==> src/rtl/reg_file_sb.sv <==
// ---------------------------------------------------------------------------
// reg_file_sb
//
// Multi-read-port register file with a per-register scoreboard, used by the
// decode stage. At issue, decode marks a destination busy. At writeback, the
// data is written and the busy bit is cleared. Each read port reports whether
// its operand is still pending, so hazard logic can stall.
//
// Optional feature (compile-time macro RF_BYPASS_EN):
//   defined   - a writeback in the current cycle is forwarded to any read
//               port that reads the same address. It also releases that
//               port's busy flag in the same cycle.
//   undefined - reads always come from the stored state. A newly written
//               value becomes visible from the next cycle.
//
// Parameters:
//   W        data width in bits
//   N        address width; 2**N registers
//   R        number of read ports
//   ZERO_R0  1: register 0 reads as 0, ignores writes and is never busy
//
// Ports:
//   clk_i         rising-edge clock
//   rst_i         synchronous reset, active-high; overrides every other input
//   regWrite_i    writeback enable
//   WA_i          writeback address
//   WD_i          writeback data
//   iss_valid_i   issue strobe: mark iss_dst_i busy
//   iss_dst_i     destination register of the issuing instruction
//   clr_busy_i    flush: clear all busy bits
//   rd_addr_i     read addresses, port i = rd_addr_i[i*N +: N]
//   rd_data_o     read data, port i = rd_data_o[i*W +: W]
//   rd_busy_o     per-port "operand pending" flag
//   busy_o        raw scoreboard vector
//   busy_cnt_o    registered count of set busy bits (0 .. 2**N)
// ---------------------------------------------------------------------------
module reg_file_sb #(
  parameter int W       = 16,
  parameter int N       = 3,
  parameter int R       = 2,
  parameter int ZERO_R0 = 0
) (
  input  logic             clk_i,
  input  logic             rst_i,
  input  logic             regWrite_i,
  input  logic [N-1:0]     WA_i,
  input  logic [W-1:0]     WD_i,
  input  logic             iss_valid_i,
  input  logic [N-1:0]     iss_dst_i,
  input  logic             clr_busy_i,
  input  logic [R*N-1:0]   rd_addr_i,
  output logic [R*W-1:0]   rd_data_o,
  output logic [R-1:0]     rd_busy_o,
  output logic [2**N-1:0]  busy_o,
  output logic [N:0]       busy_cnt_o
);

  localparam int NREG = 2 ** N;

  logic [W-1:0]    regs_q [NREG];
  logic [W-1:0]    regs_d [NREG];
  logic [NREG-1:0] busy_q;
  logic [NREG-1:0] busy_d;
  logic [N:0]      busyCnt_q;
  logic [N:0]      busyCnt_d;

  logic wrEn;
  logic issEn;

  // With ZERO_R0, anything aimed at register 0 is dropped before it can
  // touch either the data array or the scoreboard.
  assign wrEn  = regWrite_i  && !((ZERO_R0 != 0) && (WA_i == '0));
  assign issEn = iss_valid_i && !((ZERO_R0 != 0) && (iss_dst_i == '0));

  // Next-state for data and scoreboard. The order of the busy updates
  // encodes the priority: flush beats issue, and issue beats the writeback
  // clear. When a write and an issue hit the same register, the data is
  // still written, but the register stays busy for the newer producer.
  always_comb begin
    regs_d = regs_q;
    busy_d = busy_q;
    if (wrEn) begin
      regs_d[WA_i] = WD_i;
      busy_d[WA_i] = 1'b0;
    end
    if (issEn) begin
      busy_d[iss_dst_i] = 1'b1;
    end
    if (clr_busy_i) begin
      busy_d = '0;
    end
  end

  // The count is computed from the next busy vector. The registered count
  // therefore always matches the registered busy vector.
  always_comb begin
    busyCnt_d = '0;
    for (int k = 0; k < NREG; k++) begin
      busyCnt_d = busyCnt_d + {{N{1'b0}}, busy_d[k]};
    end
  end

  always_ff @(posedge clk_i) begin
    if (rst_i) begin
      for (int k = 0; k < NREG; k++) begin
        regs_q[k] <= '0;
      end
      busy_q    <= '0;
      busyCnt_q <= '0;
    end else begin
      for (int k = 0; k < NREG; k++) begin
        regs_q[k] <= regs_d[k];
      end
      busy_q    <= busy_d;
      busyCnt_q <= busyCnt_d;
    end
  end

  assign busy_o     = busy_q;
  assign busy_cnt_o = busyCnt_q;

  // Read ports are independent combinational muxes. Any number of ports
  // may select the same address.
  for (genvar g = 0; g < R; g++) begin : gRead
    logic [N-1:0] addr;
    logic [W-1:0] stored;

    assign addr   = rd_addr_i[g*N +: N];
    assign stored = ((ZERO_R0 != 0) && (addr == '0)) ? '0 : regs_q[addr];

`ifdef RF_BYPASS_EN
    // wrEn already excludes register 0 under ZERO_R0, so a hit never
    // forwards into a hard-wired zero register.
    logic hit;
    assign hit                  = wrEn && (WA_i == addr);
    assign rd_data_o[g*W +: W]  = hit ? WD_i : stored;
    assign rd_busy_o[g]         = busy_q[addr] & ~hit;
`else
    assign rd_data_o[g*W +: W]  = stored;
    assign rd_busy_o[g]         = busy_q[addr];
`endif
  end

endmodule

==> config.mk <==
export PLATFORM = sky130hd
export DESIGN_NAME = reg_file_sb
export DESIGN_NICKNAME = d
export VERILOG_FILES = /design/src/rtl/reg_file_sb.sv
export SDC_FILE = /design/constraint.sdc
export NUM_CORES = 1
export LEC_CHECK = 0
export ABC_AREA = 1
export CAP_MARGIN = 15
export CORE_ASPECT_RATIO = 1.2
export CORE_UTILIZATION = 53
export CTS_CLUSTER_DIAMETER = 120
export DETAILED_ROUTE_END_ITERATION = 8
export PLACE_DENSITY = 0.78
export SYNTH_ARGS = -nofsm -noshare
export SYNTH_HDL_FRONTEND = slang
export SYNTH_SLANG_ARGS = --single-unit
==> constraint.sdc <==
create_clock -name clk_i -period 3.9 [get_ports clk_i]
set_clock_uncertainty 0.2 [all_clocks]
set_input_delay 0.78 -clock clk_i [delete_from_list [all_inputs] [get_ports clk_i]]
set_output_delay 0.78 -clock clk_i [all_outputs]
set_load 0.02 [all_outputs]
After elaboration in Yosys (flattened, before gate mapping)

Index checks and enable logic that the tools add are counted.

$add $sub $neg: 7
Order comparisons: 10
Multiplexer cells: 20
Bitwise logic cells: 6
Reduce and logical (&&, ||, !) cells: 3

Operator list:

| cell                 | number |
|---|---|
| $bwmux W128          | 1 |
| $bmux W16 S3         | 2 |
| $mux W16             | 5 |
| $demux W16 S3        | 1 |
| $mux W8              | 3 |
| $add A4 B1 Y4        | 4 |
| $lt A3 B4 Y1 const B | 4 |
| $ge A4 B4 Y1 const B | 3 |
| $not A3 Y4           | 3 |
| $and A8 B8 Y8        | 1 |
| $not A8 Y8           | 1 |
| $or A8 B8 Y8         | 1 |
| $bmux W1 S3          | 2 |
| $demux W1 S3         | 2 |
| $ge A3 B1 Y1 const B | 2 |
| $add A3 B1 Y4        | 1 |
| $lt A4 B1 Y1 const B | 1 |
| $mux W1              | 4 |
| $add A2 B1 Y3        | 1 |
| $logic_and A1 B1 Y1  | 3 |
| $add A1 B1 Y2        | 1 |

Bits in registers: 140
Input port bits: 33
Output and inout bits: 46
Logic and storage cells: 56

Depth between registers and ports, before layout

Depth in word-level cells: 17
Gate-level depth with buffers: 15
Mapped depth without buffers: 15

Least setup slack after synthesis

Ideal clock, no wire load.

Path kind: input -> register
Start point: input port iss_valid_i
End point: register busyCnt_q[2], in the netlist busy_cnt_o[2]
Setup time: 0.128 ns
Arrival time: 3.421 ns
Data required time: 3.572 ns
Setup slack: 0.152 ns
Stages on the path: 13
Buffers on the path: 1
Cells stage by stage: clkbuf_1 -> nand4_1 -> nand2_1 -> nand2_1 -> fa_1 -> fa_1 -> fa_1 -> inv_1 -> ha_1 -> inv_1 -> fa_1 -> xor2_1 -> nor2_1

Cells in the longest elaborated chain, start to end: 9

RTL lines:

| what                       | line | RTL |
|---|---|---|
| start, declared            | 48   | `input logic iss_valid_i,` |
| $mux W8 *                  | 86   | `if (issEn) begin` |
| $mux W8 *                  | 89   | `if (clr_busy_i) begin` |
| $add A1 B1 Y2              | 99   | `busyCnt_d = busyCnt_d + {{N{1'b0}}, busy_d[k]};` |
| $add A2 B1 Y3              | 99   |  |
| $add A3 B1 Y4              | 99   |  |
| $add A4 B1 Y4 (3 in a row) | 99   |  |
| $add A4 B1 Y4 *            | 99   |  |
| end signal, assigned       | 115  | `busyCnt_q <= busyCnt_d;` |
| end, declared              | 64   | `logic [N:0] busyCnt_q;` |

Mark *: on every way between the ends. The rest lies on a longest branch, timed or not.
A chain may end at the register's enable or synchronous reset.

Final worst setup path

Start point: input port iss_dst_i[2]
End point: register busyCnt_q[2], in the netlist busy_cnt_o[2]

Cells in the longest elaborated chain, start to end: 14
Elaborated cells on any way between the ends: 15
Those cells by class: add/sub: 7; order compare: 2; mux: 4; bitwise: 1; reduce/logical: 1

RTL lines:

| what                                                               | line | RTL |
|---|---|---|
| start, declared                                                    | 49   | `input logic [N-1:0] iss_dst_i,` |
| $lt A3 B4 Y1 (not written as such) or $ge A3 B1 Y1 (tied branches) | 87   | `busy_d[iss_dst_i] = 1'b1;` |
| $logic_and A1 B1 Y1 (not written as such)                          | 87   |  |
| $mux W1 (not written as such)                                      | 87   |  |
| $demux W1 S3 *                                                     | 87   |  |
| $or A8 B8 Y8 (no line) *                                           | -    |  |
| $mux W8 *                                                          | 86   |  |
| $mux W8 *                                                          | 89   |  |
| $add A1 B1 Y2                                                      | 99   |  |
| $add A2 B1 Y3                                                      | 99   |  |
| $add A3 B1 Y4                                                      | 99   |  |
| $add A4 B1 Y4 (3 in a row)                                         | 99   |  |
| $add A4 B1 Y4 *                                                    | 99   |  |

Marked as above.

==> Implementation_results.wiki <==
{| class="wikitable"
! Metric !! Value
|-
| Post-CTS Setup Bufs || 0
|-
| Layout Cell Area excl Fill || between 9000 and 10,000 um^2
|-
| PD cells || 384.7 nW/um^2
|-
| Routed via count divided by cell count || approximately 5.4
|-
| Worst slack, placed || -0.4560 ns
|-
| Root buf cell || clkbuf_16
|-
| Total overflow reported by the global router || 0
|-
| Post-detailed-route DRC marker count || 0
|-
| Arrival time reported for the critical path endpoint || ~3.9 ns
|-
| Worst slew margin relative to its limit || 54.65%
|-
| Worst path required time || ~4.0 ns
|-
| Primary flip-flop cell chosen by synthesis mapping || dfxtp_1
|-
| Vertical extent of the die || 138.7 um
|-
| Clock buffer count from CTS || 17
|-
| Setup-failing EPs final || 0
|-
| Psw || approximately 1.1 mW
|-
| Crit path max fanout || 4
|-
| Max-slew violation count || 0
|-
| Maximum vdd ir drop || between 0.2 and 0.3 mV
|-
| Switching power as a share of total power || 28.28%
|-
| Weighted congestion reported at the end of routability-driven placement || just over 0.9
|-
| Wire length after detailed routing || roughly 28 mm
|-
| Sequential fraction of the synthesis area || approximately 34%
|-
| Capture point of the worst reg-to-reg path || busy_cnt_o[2]
|-
| Clk buf depth || 2
|-
| IO buf count || a little under 80
|-
| Worst-case setup margin in the final layout || around 0.13 ns
|-
| Cell depth of the worst hold path || 2
|-
| Number of max-cap violations || 0
|-
| Worst min-delay path endpoint || regs_q[2]
|-
| First-pass GRT wire length || 44.65 mm
|-
| Period utilization || between 90% and 100%
|-
| Critical Path End Type || flop
|-
| Hold Path Class || reg -> reg
|-
| Total number of placement rows || ~50
|-
| Fraction of final layout cells with drive strength greater than 1 || 7.450%
|-
| Die ar. || 16,090 um^2
|-
| Via total after detailed routing || 9,186
|-
| Die extent in x || ~120 um
|-
| Final count of hold timing violations || 0
|-
| Filler cell count || between 1k and 1.5k
|-
| Detailed Place HPWL || ~17 mm
|-
| Worst reg2reg setup slack || approximately 0.65 ns
|-
| Post-Syn Instances || between 1k and 1.5k
|-
| Floorplan Core Area || around 15,000 um^2
|-
| Proportion of power drawn by flip-flops and latches || between 30% and 40%
|-
| Clock-pin slew of the registers on the worst-case setup and hold paths || roughly 0.060 ns
|-
| Antenna violations before repair || 3
|-
| Nature of the critical path startpoint || primary input
|-
| Area growth from synthesis to layout || 19.72%
|-
| Starting DRT DRC Count || just under 1k
|-
| Number of global-route vias before repair || slightly below 9k
|-
| Total clock sinks || 140
|-
| Internal power of the cells || around 2.7 mW
|-
| CTS H-tree lvls || 4
|-
| I/O pin total || roughly 80
|-
| Worst-margin pin slew || 0.6803 ns
|-
| Clock network power share || 44.7%
|-
| Pin count of the biggest net entering global routing || 62
|-
| Worst reg2reg path startpoint || busy_o[0]
|-
| Cell with the most instances after synthesis || nand2_1
|-
| Dpl cell area || roughly 9200 um^2
|-
| Portion of total power attributed to combinational logic || 16.6%
|-
| Share of the synthesized area in the top cell type || between 30% and 40%
|-
| Number of nets with antenna violations after detailed routing || 0
|-
| Crit path kind || in -> reg
|-
| Routed length per placed instance || roughly 17 um
|-
| Post-synthesis cell area || 8259 um^2
|-
| CTS tree || done
|-
| Cell accounting for the most synthesized area || dfxtp_1
|-
| Startpoint of the tightest hold check path || regs_q[2]
|-
| Final nets || around 1.5k
|-
| Mean post-synth cell area || approximately 5.8 um^2
|-
| Run status || finished clean
|-
| Insertion delay to the later sink of the worst-skew pair || about 0.43 ns
|-
| Pre-antenna DRT Iters || 6
|-
| Top post-synthesis cells by count || nand2_1, inv_1, dfxtp_1, nand3_1, a21oi_1
|-
| Post-synth EDFFs || 0
|-
| Synthesized net count || between 1k and 1.5k
|-
| Synthesis warning total || 0
|-
| Static Leak || approximately 4.6 nW
|-
| FFs w/ async S/R, synth || 0%
|-
| Combined global-route utilization of all metal layers || a little over a third
|-
| Final period demand of the worst path || approximately 3.8 ns
|-
| Number of cells traversed by the worst register-to-register path || 12
|-
| Flop and latch count out of synthesis || 140
|-
| Synth area leaders || dfxtp_1, nand2_1, nand3_1
|-
| Fmax || around 0.27 GHz
|-
| Effective utilization at floorplan || 54.76%
|-
| Distinct cell type count of the synthesized netlist || 23
|}
[cell type report]
class | instances | area (um^2) | area share [%]
clock inverter | 13 | 166.4 | 1.683
inverter | 167 | 626.9 | 6.339
antenna | 3 | 7.507 | 0.07592
sequential | 140 | 2803 | 28.34
timing repair buffer | 123 | 1211 | 12.25
multi-input combinational | 1028 | 4365 | 44.15
clock buffer | 19 | 452.9 | 4.581
tap | 204 | 255.2 | 2.581
[cell families (layout without fill, tap and decap cells)]
kind of cell | count (synthesis) | in the layout | share of synthesized area (%)
AOI/OAI and AO/OA | 130 | 130 | 7.923
xor gates and xnor gates | 1 | 1 | 0.1061
adders and majority gates | 7 | 7 | 1.424
buffers and inverters | 266 | 322 | 13.33
DFF | 140 | 140 | 33.93
other | 0 | 3 | 0
and+or+nand+nor | 890 | 890 | 43.28
[what timing repair did]
action / in CTS / in global routing
gates resized for setup: 1 / 13
hold buffers: 0 / 0
setup endpoints to repair: 1 / 2
pin swaps: 0 / 4
endpoints found under the hold margin: 0 / 0
[per-layer routing]
layer	GRT usage (%)	vias up	wire length (um)
met4	21.59	0	1420
met5	0	-	0
met1	44.15	4141	10690
li1	-	4444	-
met2	57.46	492	13000
met3	9.703	109	3010
[metrics by stage]
stage	hold slack [ns]	instances	power (mW)	util (%)	TNS, ns
finish	0.2634	1697	3.804	65.56	0
floorplan	0.2398	1434	1.884	-	0
detailed placement	0.2521	1662	2.121	61.22	-0.9571
CTS	0.2618	1694	3.803	65.35	0
global placement	0.2479	1662	2.114	61.22	-0.7334
global route	0.2832	1696	3.938	65.55	-0.0009521
[sequential cells by signal, summed over array words and instances, names as in the netlist]
signal	flops
busy_cnt_o	4
regs_q	128
busy_o	8
[power groups by stage]
stage          logic (mW)  clock network (mW)  registers [mW]
2_1_floorplan       0.377                   0            1.51
3_3_place_gp        0.608                   0            1.51
3_5_place_dp        0.615                   0            1.51
4_1_cts             0.619                1.71            1.48
5_1_grt             0.684                1.77            1.48
6_report            0.630                1.70            1.48
[worst max-delay path by stage]
stage,from,to,slack (ns),depth (start not counted)
CTS,WA_i[0],busy_cnt_o[2],0.01,16
global placement,WA_i[0],busy_cnt_o[2],-0.38,16
detailed placement,WA_i[2],busy_cnt_o[2],-0.46,15
finish,iss_dst_i[2],busy_cnt_o[2],0.13,14
floorplan,iss_valid_i,busy_cnt_o[2],0.15,13
global route,iss_dst_i[2],busy_cnt_o[2],-0.001,14
[placed cells by master (no fill, tap or decap), types with 2 or more instances in the layout]
master           instances
a21oi_1                128
buf_12                   7
buf_2                    2
buf_4                   39
bufinv_16                3
clkbuf_16               17
clkbuf_8                 2
clkdlybuf4s50_1         68
clkinv_1                 4
clkinv_2                 2
clkinv_4                 4
clkinvlp_4               3
dfxtp_1                140
diode_2                  3
dlymetal6s2s_1           7
fa_1                     4
ha_1                     2
inv_1                  149
inv_2                   14
nand2_1                719
nand2_2                 10
nand3_1                136
nand4_1                  8
nor2_1                  11
nor2_2                   3
nor2_4                   2
[worst max-delay path, stage by stage]
cell	delay, ns
clkdlybuf4s50_1	0.43
inv_2	0.09
nand4_1	0.09
nand2_1	0.09
nand2_2	0.07
fa_1	0.51
fa_1	0.54
fa_1	0.41
inv_1	0.07
ha_2	0.17
inv_1	0.05
fa_1	0.36
xor2_1	0.15
nor2_1	0.06
(Power assumes the default switching activity.)
